**config.mk**
```make
export PLATFORM = sky130hd
export DESIGN_NAME = lcd_status_writer
export DESIGN_NICKNAME = d
export VERILOG_FILES = /design/src/rtl/lcd_status_writer.sv
export SDC_FILE = /design/constraint.sdc
export NUM_CORES = 1
export LEC_CHECK = 0
export ABC_CLOCK_PERIOD_IN_PS = 3600
export CORE_UTILIZATION = 52
export CTS_CLUSTER_SIZE = 40
export DETAILED_ROUTE_END_ITERATION = 8
export GPL_TIMING_DRIVEN = 0
export HOLD_SLACK_MARGIN = 0.06
export PLACE_DENSITY_LB_ADDON = 0.25
export SYNTH_ARGS = -nofsm -noshare
export SYNTH_HDL_FRONTEND = slang
export SYNTH_SLANG_ARGS = --single-unit
```
**constraint.sdc**
```tcl
create_clock -name clkcomm -period 3.6 [get_ports clkcomm]
set_clock_uncertainty 0.2 [all_clocks]
set_input_delay 0.36 -clock clkcomm [delete_from_list [all_inputs] [get_ports clkcomm]]
set_output_delay 0.36 -clock clkcomm [all_outputs]
set_load 0.01 [all_outputs]
```
**src/rtl/lcd_status_writer.sv**
```systemverilog
// Renders the ADC delay settings and the DIP setting as a 2x16 text frame, then requests a display refresh.
// Optional LCD_ERR_MARK_EN: row 1 col 15 shows 'E' while busy_timeout_err is set.
module lcd_status_writer #(
  parameter logic [31:0] REFRESH_CYCLES = 32'd66000000,
  parameter logic [15:0] BUSY_TIMEOUT   = 16'd1024
) (
  input  logic        clkcomm,
  input  logic        RST,
  input  logic [3:0]  ad1_delay,
  input  logic [3:0]  ad2_delay,
  input  logic [3:0]  ad_valid_delay,
  input  logic [7:0]  DIP,
  input  logic        force_refresh,
  output logic        lcd_row,
  output logic [3:0]  lcd_col,
  output logic [7:0]  lcd_char,
  output logic        lcd_we,
  output logic        lcd_update,
  input  logic        lcd_busy,
  output logic [15:0] frame_count,
  output logic        busy_timeout_err
);

  // state      | meaning
  // IDLE       | wait for dirty/force/refresh and lcd_busy low
  // WRITE      | 32 character writes from the snapshot
  // UPDATE     | one-cycle lcd_update request
  // WAIT_RISE  | wait for lcd_busy to rise, bounded by BUSY_TIMEOUT
  // WAIT_FALL  | wait for lcd_busy to fall, frame complete
  typedef enum logic [2:0] {
    ST_IDLE,
    ST_WRITE,
    ST_UPDATE,
    ST_WAIT_RISE,
    ST_WAIT_FALL
  } state_t;

  state_t      state_q, state_d;
  logic [4:0]  idx_q, idx_d;
  logic [3:0]  ad1_snap_q, ad1_snap_d;
  logic [3:0]  ad2_snap_q, ad2_snap_d;
  logic [3:0]  adv_snap_q, adv_snap_d;
  logic [7:0]  dip_snap_q, dip_snap_d;
  logic [15:0] cnt_snap_q, cnt_snap_d;
  logic        dirty_q, dirty_d;
  logic        pend_q, pend_d;
  logic [31:0] refresh_cnt_q, refresh_cnt_d;
  logic [15:0] timeout_cnt_q, timeout_cnt_d;
  logic [15:0] frame_count_q, frame_count_d;
  logic        err_q, err_d;
  logic        lcd_row_q, lcd_row_d;
  logic [3:0]  lcd_col_q, lcd_col_d;
  logic [7:0]  lcd_char_q, lcd_char_d;
  logic        lcd_we_q, lcd_we_d;
  logic        lcd_update_q, lcd_update_d;

  logic        input_changed;
  logic        refresh_hit;
  logic [7:0]  cur_char;
  logic [7:0]  err_mark;

  function automatic logic [7:0] hex_char(input logic [3:0] v);
    if (v < 4'd10) return 8'h30 + {4'h0, v};
    else           return 8'h37 + {4'h0, v};
  endfunction

`ifdef LCD_ERR_MARK_EN
  assign err_mark = err_q ? 8'h45 : 8'h20;
`else
  assign err_mark = 8'h20;
`endif

  assign input_changed = ({ad1_delay, ad2_delay, ad_valid_delay, DIP} !=
                          {ad1_snap_q, ad2_snap_q, adv_snap_q, dip_snap_q});
  assign refresh_hit   = (REFRESH_CYCLES != 32'd0) &&
                         (refresh_cnt_q == REFRESH_CYCLES - 32'd1);

  // Row 0 "A1:x A2:y AV:z  ", row 1 "DIP:hh CNT:nnnn " plus the optional mark.
  always_comb begin
    cur_char = 8'h20;
    if (!idx_q[4]) begin
      case (idx_q[3:0])
        4'd0:    cur_char = 8'h41;
        4'd1:    cur_char = 8'h31;
        4'd2:    cur_char = 8'h3A;
        4'd3:    cur_char = hex_char(ad1_snap_q);
        4'd5:    cur_char = 8'h41;
        4'd6:    cur_char = 8'h32;
        4'd7:    cur_char = 8'h3A;
        4'd8:    cur_char = hex_char(ad2_snap_q);
        4'd10:   cur_char = 8'h41;
        4'd11:   cur_char = 8'h56;
        4'd12:   cur_char = 8'h3A;
        4'd13:   cur_char = hex_char(adv_snap_q);
        default: cur_char = 8'h20;
      endcase
    end else begin
      case (idx_q[3:0])
        4'd0:    cur_char = 8'h44;
        4'd1:    cur_char = 8'h49;
        4'd2:    cur_char = 8'h50;
        4'd3:    cur_char = 8'h3A;
        4'd4:    cur_char = hex_char(dip_snap_q[7:4]);
        4'd5:    cur_char = hex_char(dip_snap_q[3:0]);
        4'd7:    cur_char = 8'h43;
        4'd8:    cur_char = 8'h4E;
        4'd9:    cur_char = 8'h54;
        4'd10:   cur_char = 8'h3A;
        4'd11:   cur_char = hex_char(cnt_snap_q[15:12]);
        4'd12:   cur_char = hex_char(cnt_snap_q[11:8]);
        4'd13:   cur_char = hex_char(cnt_snap_q[7:4]);
        4'd14:   cur_char = hex_char(cnt_snap_q[3:0]);
        4'd15:   cur_char = err_mark;
        default: cur_char = 8'h20;
      endcase
    end
  end

  always_comb begin
    state_d       = state_q;
    idx_d         = idx_q;
    ad1_snap_d    = ad1_snap_q;
    ad2_snap_d    = ad2_snap_q;
    adv_snap_d    = adv_snap_q;
    dip_snap_d    = dip_snap_q;
    cnt_snap_d    = cnt_snap_q;
    dirty_d       = dirty_q | input_changed;
    pend_d        = pend_q | force_refresh;
    refresh_cnt_d = refresh_cnt_q;
    timeout_cnt_d = timeout_cnt_q;
    frame_count_d = frame_count_q;
    err_d         = err_q;
    lcd_row_d     = 1'b0;
    lcd_col_d     = 4'd0;
    lcd_char_d    = 8'd0;
    lcd_we_d      = 1'b0;
    lcd_update_d  = 1'b0;

    case (state_q)
      ST_IDLE: begin
        if ((REFRESH_CYCLES != 32'd0) && !refresh_hit)
          refresh_cnt_d = refresh_cnt_q + 32'd1;
        if ((dirty_d || pend_d || refresh_hit) && !lcd_busy) begin
          state_d       = ST_WRITE;
          idx_d         = 5'd0;
          ad1_snap_d    = ad1_delay;
          ad2_snap_d    = ad2_delay;
          adv_snap_d    = ad_valid_delay;
          dip_snap_d    = DIP;
          cnt_snap_d    = frame_count_q;
          dirty_d       = 1'b0;
          pend_d        = 1'b0;
          refresh_cnt_d = 32'd0;
        end
      end
      ST_WRITE: begin
        lcd_we_d   = 1'b1;
        lcd_row_d  = idx_q[4];
        lcd_col_d  = idx_q[3:0];
        lcd_char_d = cur_char;
        idx_d      = idx_q + 5'd1;
        if (idx_q == 5'd31) state_d = ST_UPDATE;
      end
      ST_UPDATE: begin
        lcd_update_d  = 1'b1;
        timeout_cnt_d = 16'd0;
        state_d       = ST_WAIT_RISE;
      end
      ST_WAIT_RISE: begin
        if (lcd_busy) begin
          state_d = ST_WAIT_FALL;
        end else if (timeout_cnt_q == BUSY_TIMEOUT - 16'd1) begin
          err_d         = 1'b1;
          frame_count_d = frame_count_q + 16'd1;
          state_d       = ST_IDLE;
        end else begin
          timeout_cnt_d = timeout_cnt_q + 16'd1;
        end
      end
      ST_WAIT_FALL: begin
        if (!lcd_busy) begin
          frame_count_d = frame_count_q + 16'd1;
          state_d       = ST_IDLE;
        end
      end
      default: state_d = ST_IDLE;
    endcase
  end

  always_ff @(posedge clkcomm or negedge RST) begin
    if (!RST) begin
      state_q       <= ST_IDLE;
      idx_q         <= 5'd0;
      ad1_snap_q    <= 4'd0;
      ad2_snap_q    <= 4'd0;
      adv_snap_q    <= 4'd0;
      dip_snap_q    <= 8'd0;
      cnt_snap_q    <= 16'd0;
      dirty_q       <= 1'b1;
      pend_q        <= 1'b0;
      refresh_cnt_q <= 32'd0;
      timeout_cnt_q <= 16'd0;
      frame_count_q <= 16'd0;
      err_q         <= 1'b0;
      lcd_row_q     <= 1'b0;
      lcd_col_q     <= 4'd0;
      lcd_char_q    <= 8'd0;
      lcd_we_q      <= 1'b0;
      lcd_update_q  <= 1'b0;
    end else begin
      state_q       <= state_d;
      idx_q         <= idx_d;
      ad1_snap_q    <= ad1_snap_d;
      ad2_snap_q    <= ad2_snap_d;
      adv_snap_q    <= adv_snap_d;
      dip_snap_q    <= dip_snap_d;
      cnt_snap_q    <= cnt_snap_d;
      dirty_q       <= dirty_d;
      pend_q        <= pend_d;
      refresh_cnt_q <= refresh_cnt_d;
      timeout_cnt_q <= timeout_cnt_d;
      frame_count_q <= frame_count_d;
      err_q         <= err_d;
      lcd_row_q     <= lcd_row_d;
      lcd_col_q     <= lcd_col_d;
      lcd_char_q    <= lcd_char_d;
      lcd_we_q      <= lcd_we_d;
      lcd_update_q  <= lcd_update_d;
    end
  end

  assign lcd_row          = lcd_row_q;
  assign lcd_col          = lcd_col_q;
  assign lcd_char         = lcd_char_q;
  assign lcd_we           = lcd_we_q;
  assign lcd_update       = lcd_update_q;
  assign frame_count      = frame_count_q;
  assign busy_timeout_err = err_q;

endmodule

```
==> flow_summary.toml, run 1 <==
[critical_path]
cpPeakStageDelay_ns = 0.64
worst_setup_path_start_kind = "flop"
crit_buf_inv = 1
rrSetupSlack_ns = 0.62
critPathArrivalTime_ns = 3.10
critical_path.max_fanout = 10
critPathSlowestCell = "a211oi_4"
path_cells = "ha_1, and3_1, and4_1, nand4_2, a211oi_4, buf_6, mux2_4"
path_delay_family = "simple AND/OR/NAND/NOR gates"
required_ns = 3.71
crit_type = "reg2reg"
crit_path_end_kind = "flop"

[yosys]
synth_top_area_share_pct = 41.7
synthTopCellsByCount = "124 x dfrtp_1, 91 x nor2_1, 58 x nand2_1"
synth.most_common_cell = "dfrtp_1"
ys.flop_type = "dfrtp_1"
ys_top_cells_by_area = "dfrtp_1 42%, mux2_4 6.1%, xnor2_1 5.2%"
synth-edff-count = 0
synth.distinct_cells = 70
avgSynthCellArea_sq_um = 9.53
yosys.area.top_type = "dfrtp_1"
netlist_instances = 780
async_reset_ff_share_pct = 100
yosys_warnings = 0
synth_seq_cells = 125
synth_area_sq_um = 7430
syn_nets = 821
seq_area_frac_synth_pct = 42.1

[global_route]
use_met3_pct = 5.29
grt_busiest_layer = "met2"
grtUsageMet2_pct = 43.6
grt_use_total_pct = 26.5
first_global_vias = 6063
grt_pass1_wl_um = 30300
antenna_found_initial = 0
overflow = 0
use_met1_pct = 34.6
grt_start_max_net_pins = 90

[layout]
syn2layout_area_growth_pct = 19.3
fillers = 1118
post-route-util_pct = 63.6
drive_above_1_share_pct = 12.0
nNetsFinal = 895
num_antenna_cells = 0

[route]
finalWirelength_um = 18300
drcViolationCount = 0
wl_per_cell_um = 17.5
num_vias = 6165
drt_iter0_markers = 358
final_antenna_net_count = 0
viasPerCell = 5.89
drt_first_pass_iters = 5

[clock_tree]
clk_latency_ns = 0.43
clockRootBuffer = "clkbuf_16"
cts_max_level = 4
clock_sinks = 125
cts_buffers = 17
path_clk_slew_ns = 0.06
cts_buffer_depth = 2
post-cts-setup-buffers = 0
cts_tree = "done"

[power]
power_density_nw_per_um2 = 755
vdd_ir_drop_max_uv = 402
cellLeakagePower_nw = 3.83
total_power_w = 0.00669

[sta]
period_needed_ns = 2.98
tns_ns = 0
slew_viol_final = 0
worst_pin_slew_ns = 0.872
finalHoldViolCount = 0
fin_crit_sh_pct = 82.9
setup_viol = 0
layout_setup_ws_ns = 0.615
rsz0062_at_grt = "no"
slew_headroom_pct = 41.4
max_clock_freq_mhz = 335
hold_ws_ns = 0.193

[floorplan]
rows = 43
die_h_um = 122
die-area_sq_um = 14800
die_x_um = 122
start_util_pct = 53.4
coreArea_sq_um = 13900
ioPinCount = 56

[outcome]
status = "completed"

[placement]
portBuffers = 53
post-place-ws_ns = 0.461
hpwl_um = 13200
gp_congestion = 0.889

[min_path]
hold_class = "in2async"

[flow_run]
cap_violations = 0
[kinds of logic after synthesis]
logic type	count (synthesis)	share of synthesized area, %
buffers and inverters	67	4.29
DFF	125	42.1
other	1	0.0504
xor gates and xnor gates	81	9.54
AOI/OAI and AO/OA	132	11.4
and+or+nand+nor	317	22.2
muxes	40	7.56
adders and majority gates	17	2.86
[state kept, by name, summed over array words and instances, names as in the netlist, 3 cells and up]
name / cells
refresh_cnt_q: 32
cnt_snap_q: 16
frame_count: 16
timeout_cnt_q: 16
dip_snap_q: 8
lcd_char: 7
idx_q: 5
ad1_snap_q: 4
ad2_snap_q: 4
adv_snap_q: 4
lcd_col: 4
state_q: 3
[path summary, 6_finish.rpt]
check | endpoint | cells after the start | startpoint
max | dip_snap_q[5] | 7 | refresh_cnt_q[0]
min reg2reg | pend_q | 2 | pend_q
max in group asynchronous | dirty_q | 3 | RST
min in group clkcomm | state_q[2] | 3 | lcd_busy
min | frame_count[12] | 2 | RST
max reg2reg | dip_snap_q[5] | 7 | refresh_cnt_q[0]
[through the flow]
stage          area, sq um  instances
2_1_floorplan         7430        780
3_3_place_gp          8190       1013
3_5_place_dp          8220       1014
4_1_cts               8870       1047
5_1_grt               8870       1047
6_report              8870       1047
[worst reg2reg max path: cells and delay by family (launching register included)]
family,cells,cell delay (ns)
buffers and inverters,1,0.29
adders and majority gates,1,0.28
muxes,1,0.33
and+or+nand+nor,3,0.70
AOI/OAI and AO/OA,1,0.64
DFF,1,0.41
[final cells by class]
class	count	area, sq um	area share [%]
clock buffers	19	453	5.11
flip-flops and latches	125	3130	35.3
plain buffers	34	195	2.20
clock inverters	13	186	2.10
inverters	33	124	1.40
well taps	180	225	2.54
repair buffers	55	569	6.42
multi-input cells	588	3990	44.9
[report_power, final]
group	total [W]	internal (W)	switching [W]	leakage, nW
Sequential	0.00220	0.00179	0.000409	1.63
Combinational	0.00264	0.00116	0.00148	1.90
Clock	0.00185	0.00120	0.000658	0.302
[routing by layer]
metal / vias up / part of all wire [%]
met5: - / 0
met3: 23 / 5.0
met4: 0 / 1.6
met1: 3042 / 44
met2: 173 / 49
li1: 2927 / -
[placed cells by master, fill, tap and decap left out, types with 4 or more instances in the layout]
master / instances
nand4_1: 25
nand2_1: 58
o22ai_1: 7
ha_1: 17
nor4b_1: 6
clkbuf_16: 17
mux2_4: 30
mux2_2: 9
nor2_1: 91
a21oi_1: 33
a211oi_1: 9
and3_1: 29
dfrtp_1: 124
nand3_1: 42
nor3_1: 11
nor2b_1: 7
inv_1: 32
clkinvlp_4: 4
clkbuf_1: 16
o21a_1: 6
buf_6: 7
o21ai_0: 37
o31ai_1: 5
xnor2_1: 44
nor4_1: 15
buf_2: 8
clkdlybuf4s50_1: 52
bufinv_16: 4
xor2_1: 37
or3_1: 7
a32oi_1: 4
[repair_timing]
item | CTS | global route
hold buffers | 1 | 0
endpoints found under the hold margin | 42 | 0
gates resized for setup | 0 | 0
endpoints found under the setup margin | 0 | 0
Power figures use the tool's default switching activity.
==> inputs of run 2 (changes only) <==
- ABC_CLOCK_PERIOD_IN_PS: 3600 -> 2900
- clock period: 3.6 -> 2.9 ns (I/O delays scaled with it)
==> flow_summary.toml, run 2 (synthesis gave the netlist of run 1 again) <==
[route]
viasPerCell = 5.86
drt_iter0_markers = 336
final_antenna_net_count = 0
finalWirelength_um = 18300
wl_per_cell_um = 17.4
drt_first_pass_iters = 5
drcViolationCount = 0
num_vias = 6149

[global_route]
grt_start_max_net_pins = 90
grt_use_total_pct = 26.5
antenna_found_initial = 0
first_global_vias = 6072
grt_pass1_wl_um = 30300
overflow = 0

[critical_path]
critical_path.max_fanout = 10
crit_type = "reg2reg"
worst_setup_path_start_kind = "flop"
cp-startpoint = "adv_snap_q[1]"
required_ns = 3.01
crit_path_end_kind = "flop"
path_cells = "buf_2, xor2_1, nor4_2, nand2_1, nor4b_4, a211oi_4, buf_12, buf_6, mux2_4"
rr_startpoint = "adv_snap_q[1]"
cpPeakStageDelay_ns = 0.43
critPathArrivalTime_ns = 2.88
critPathSlowestCell = "nor4b_4"

[clock_tree]
cts_buffers = 17
cts_max_level = 4
clockRootBuffer = "clkbuf_16"
path_clk_slew_ns = 0.06
clock_sinks = 125
clk_latency_ns = 0.43
cts_tree = "done"
cts_buffer_depth = 2

[layout]
stdcell_count = 1049
num_antenna_cells = 0
post-route-util_pct = 63.9
syn2layout_area_growth_pct = 19.8
largest_register_ff_count = 32
nNetsFinal = 897
layout_commonest_cell = "dfrtp_1"
drive_above_1_share_pct = 12.4
top_register = "refresh_cnt_q"
stdcell_area_sq_um = 8910
layout_common_cells = "124 x dfrtp_1, 91 x nor2_1, 58 x nand2_1, 52 x clkdlybuf4s50_1, 44 x xnor2_1"

[placement]
gp_congestion = 0.889
place_inst = 1014
portBuffers = 53
dpl_cell_area_sq_um = 8220
hpwl_um = 13200

[floorplan]
rows = 43
die_x_um = 122
coreArea_sq_um = 13900
die_h_um = 122
die-area_sq_um = 14800
start_util_pct = 53.4
ioPinCount = 56

[power]
cellLeakagePower_nw = 3.84
power_density_nw_per_um2 = 936
vdd_ir_drop_max_uv = 503

[sta]
rsz0062_at_grt = "no"
finalHoldViolCount = 0
worst_pin_slew_ns = 0.875
tns_ns = 0
max_clock_freq_mhz = 361
hold_ws_ns = 0.126
slew_viol_final = 0
slew_headroom_pct = 41.3
period_needed_ns = 2.77
fin_crit_sh_pct = 95.4
setup_viol = 0

[min_path]
hold_class = "in2async"

[flow_run]
cap_violations = 0

[outcome]
status = "completed"
## run 2: cell types whose count changed in the layout (fill, tap and decap cells not counted), sizes merged
cell / previous run / this run
buf: 19 / 21
## run 2: layer usage
metal	routed length (um)	vias to the layer above	GRT usage, %
li1	-	2931	-
met2	9060	161	43.7
met1	8150	3035	34.7
met3	818	22	5.29
met5	0	-	0
met4	270	0	9.18
## run 2: report_power, final
part	total [W]	internal, W	switching, W
clock	0.00230	0.00149	0.000813
sequential	0.00273	0.00222	0.000508
combinational	0.00331	0.00147	0.00184
total	0.00834	0.00518	0.00316
## run 2: cell type report
type / count / area (sq um)
flip-flops and latches: 125 / 3130
well taps: 180 / 225
fillers: 1114 / 5020
clock buffers: 19 / 453
inverters: 33 / 124
clock inverters: 13 / 186
multi-input cells: 588 / 4000
repair buffers: 57 / 597
plain buffers: 34 / 195
## run 2: what timing repair did
item,in CTS,in global routing
hold buffers,1,0
setup endpoints to repair,30,31
pin swaps,1,1
gates resized for setup,0,2
hold endpoints to repair,124,0
buffers inserted,2,0
## run 2: path summary, 6_finish.rpt
kind / to / slack [ns] / cells past startpoint
worst max-delay path: dip_snap_q[5] / 0.13 / 9
worst min-delay path: frame_count[12] / 0.13 / 2
worst max register to register: dip_snap_q[5] / 0.13 / 9
worst min register to register: pend_q / 0.29 / 2
max in group asynchronous: dirty_q / 1.60 / 3
min in group clkcomm: state_q[2] / 0.15 / 3
## run 2: metrics by stage
stage | worst slack (ns) | total power (W)
5_1_grt | 0.0275 | 0.00886
3_5_place_dp | -0.169 | 0.00595
2_1_floorplan | 0.394 | 0.00494
6_report | 0.133 | 0.00834
4_1_cts | 0.0722 | 0.00832
3_3_place_gp | -3.44 | 0.00587
## run 2: worst max-delay path, delay by kind of cell (launching register included)
kind	cells	cell delay [ns]
simple gates	3	0.98
flops	1	0.36
xor+xnor	1	0.17
buf+inv	3	0.49
mux	1	0.31
compound gates	1	0.12
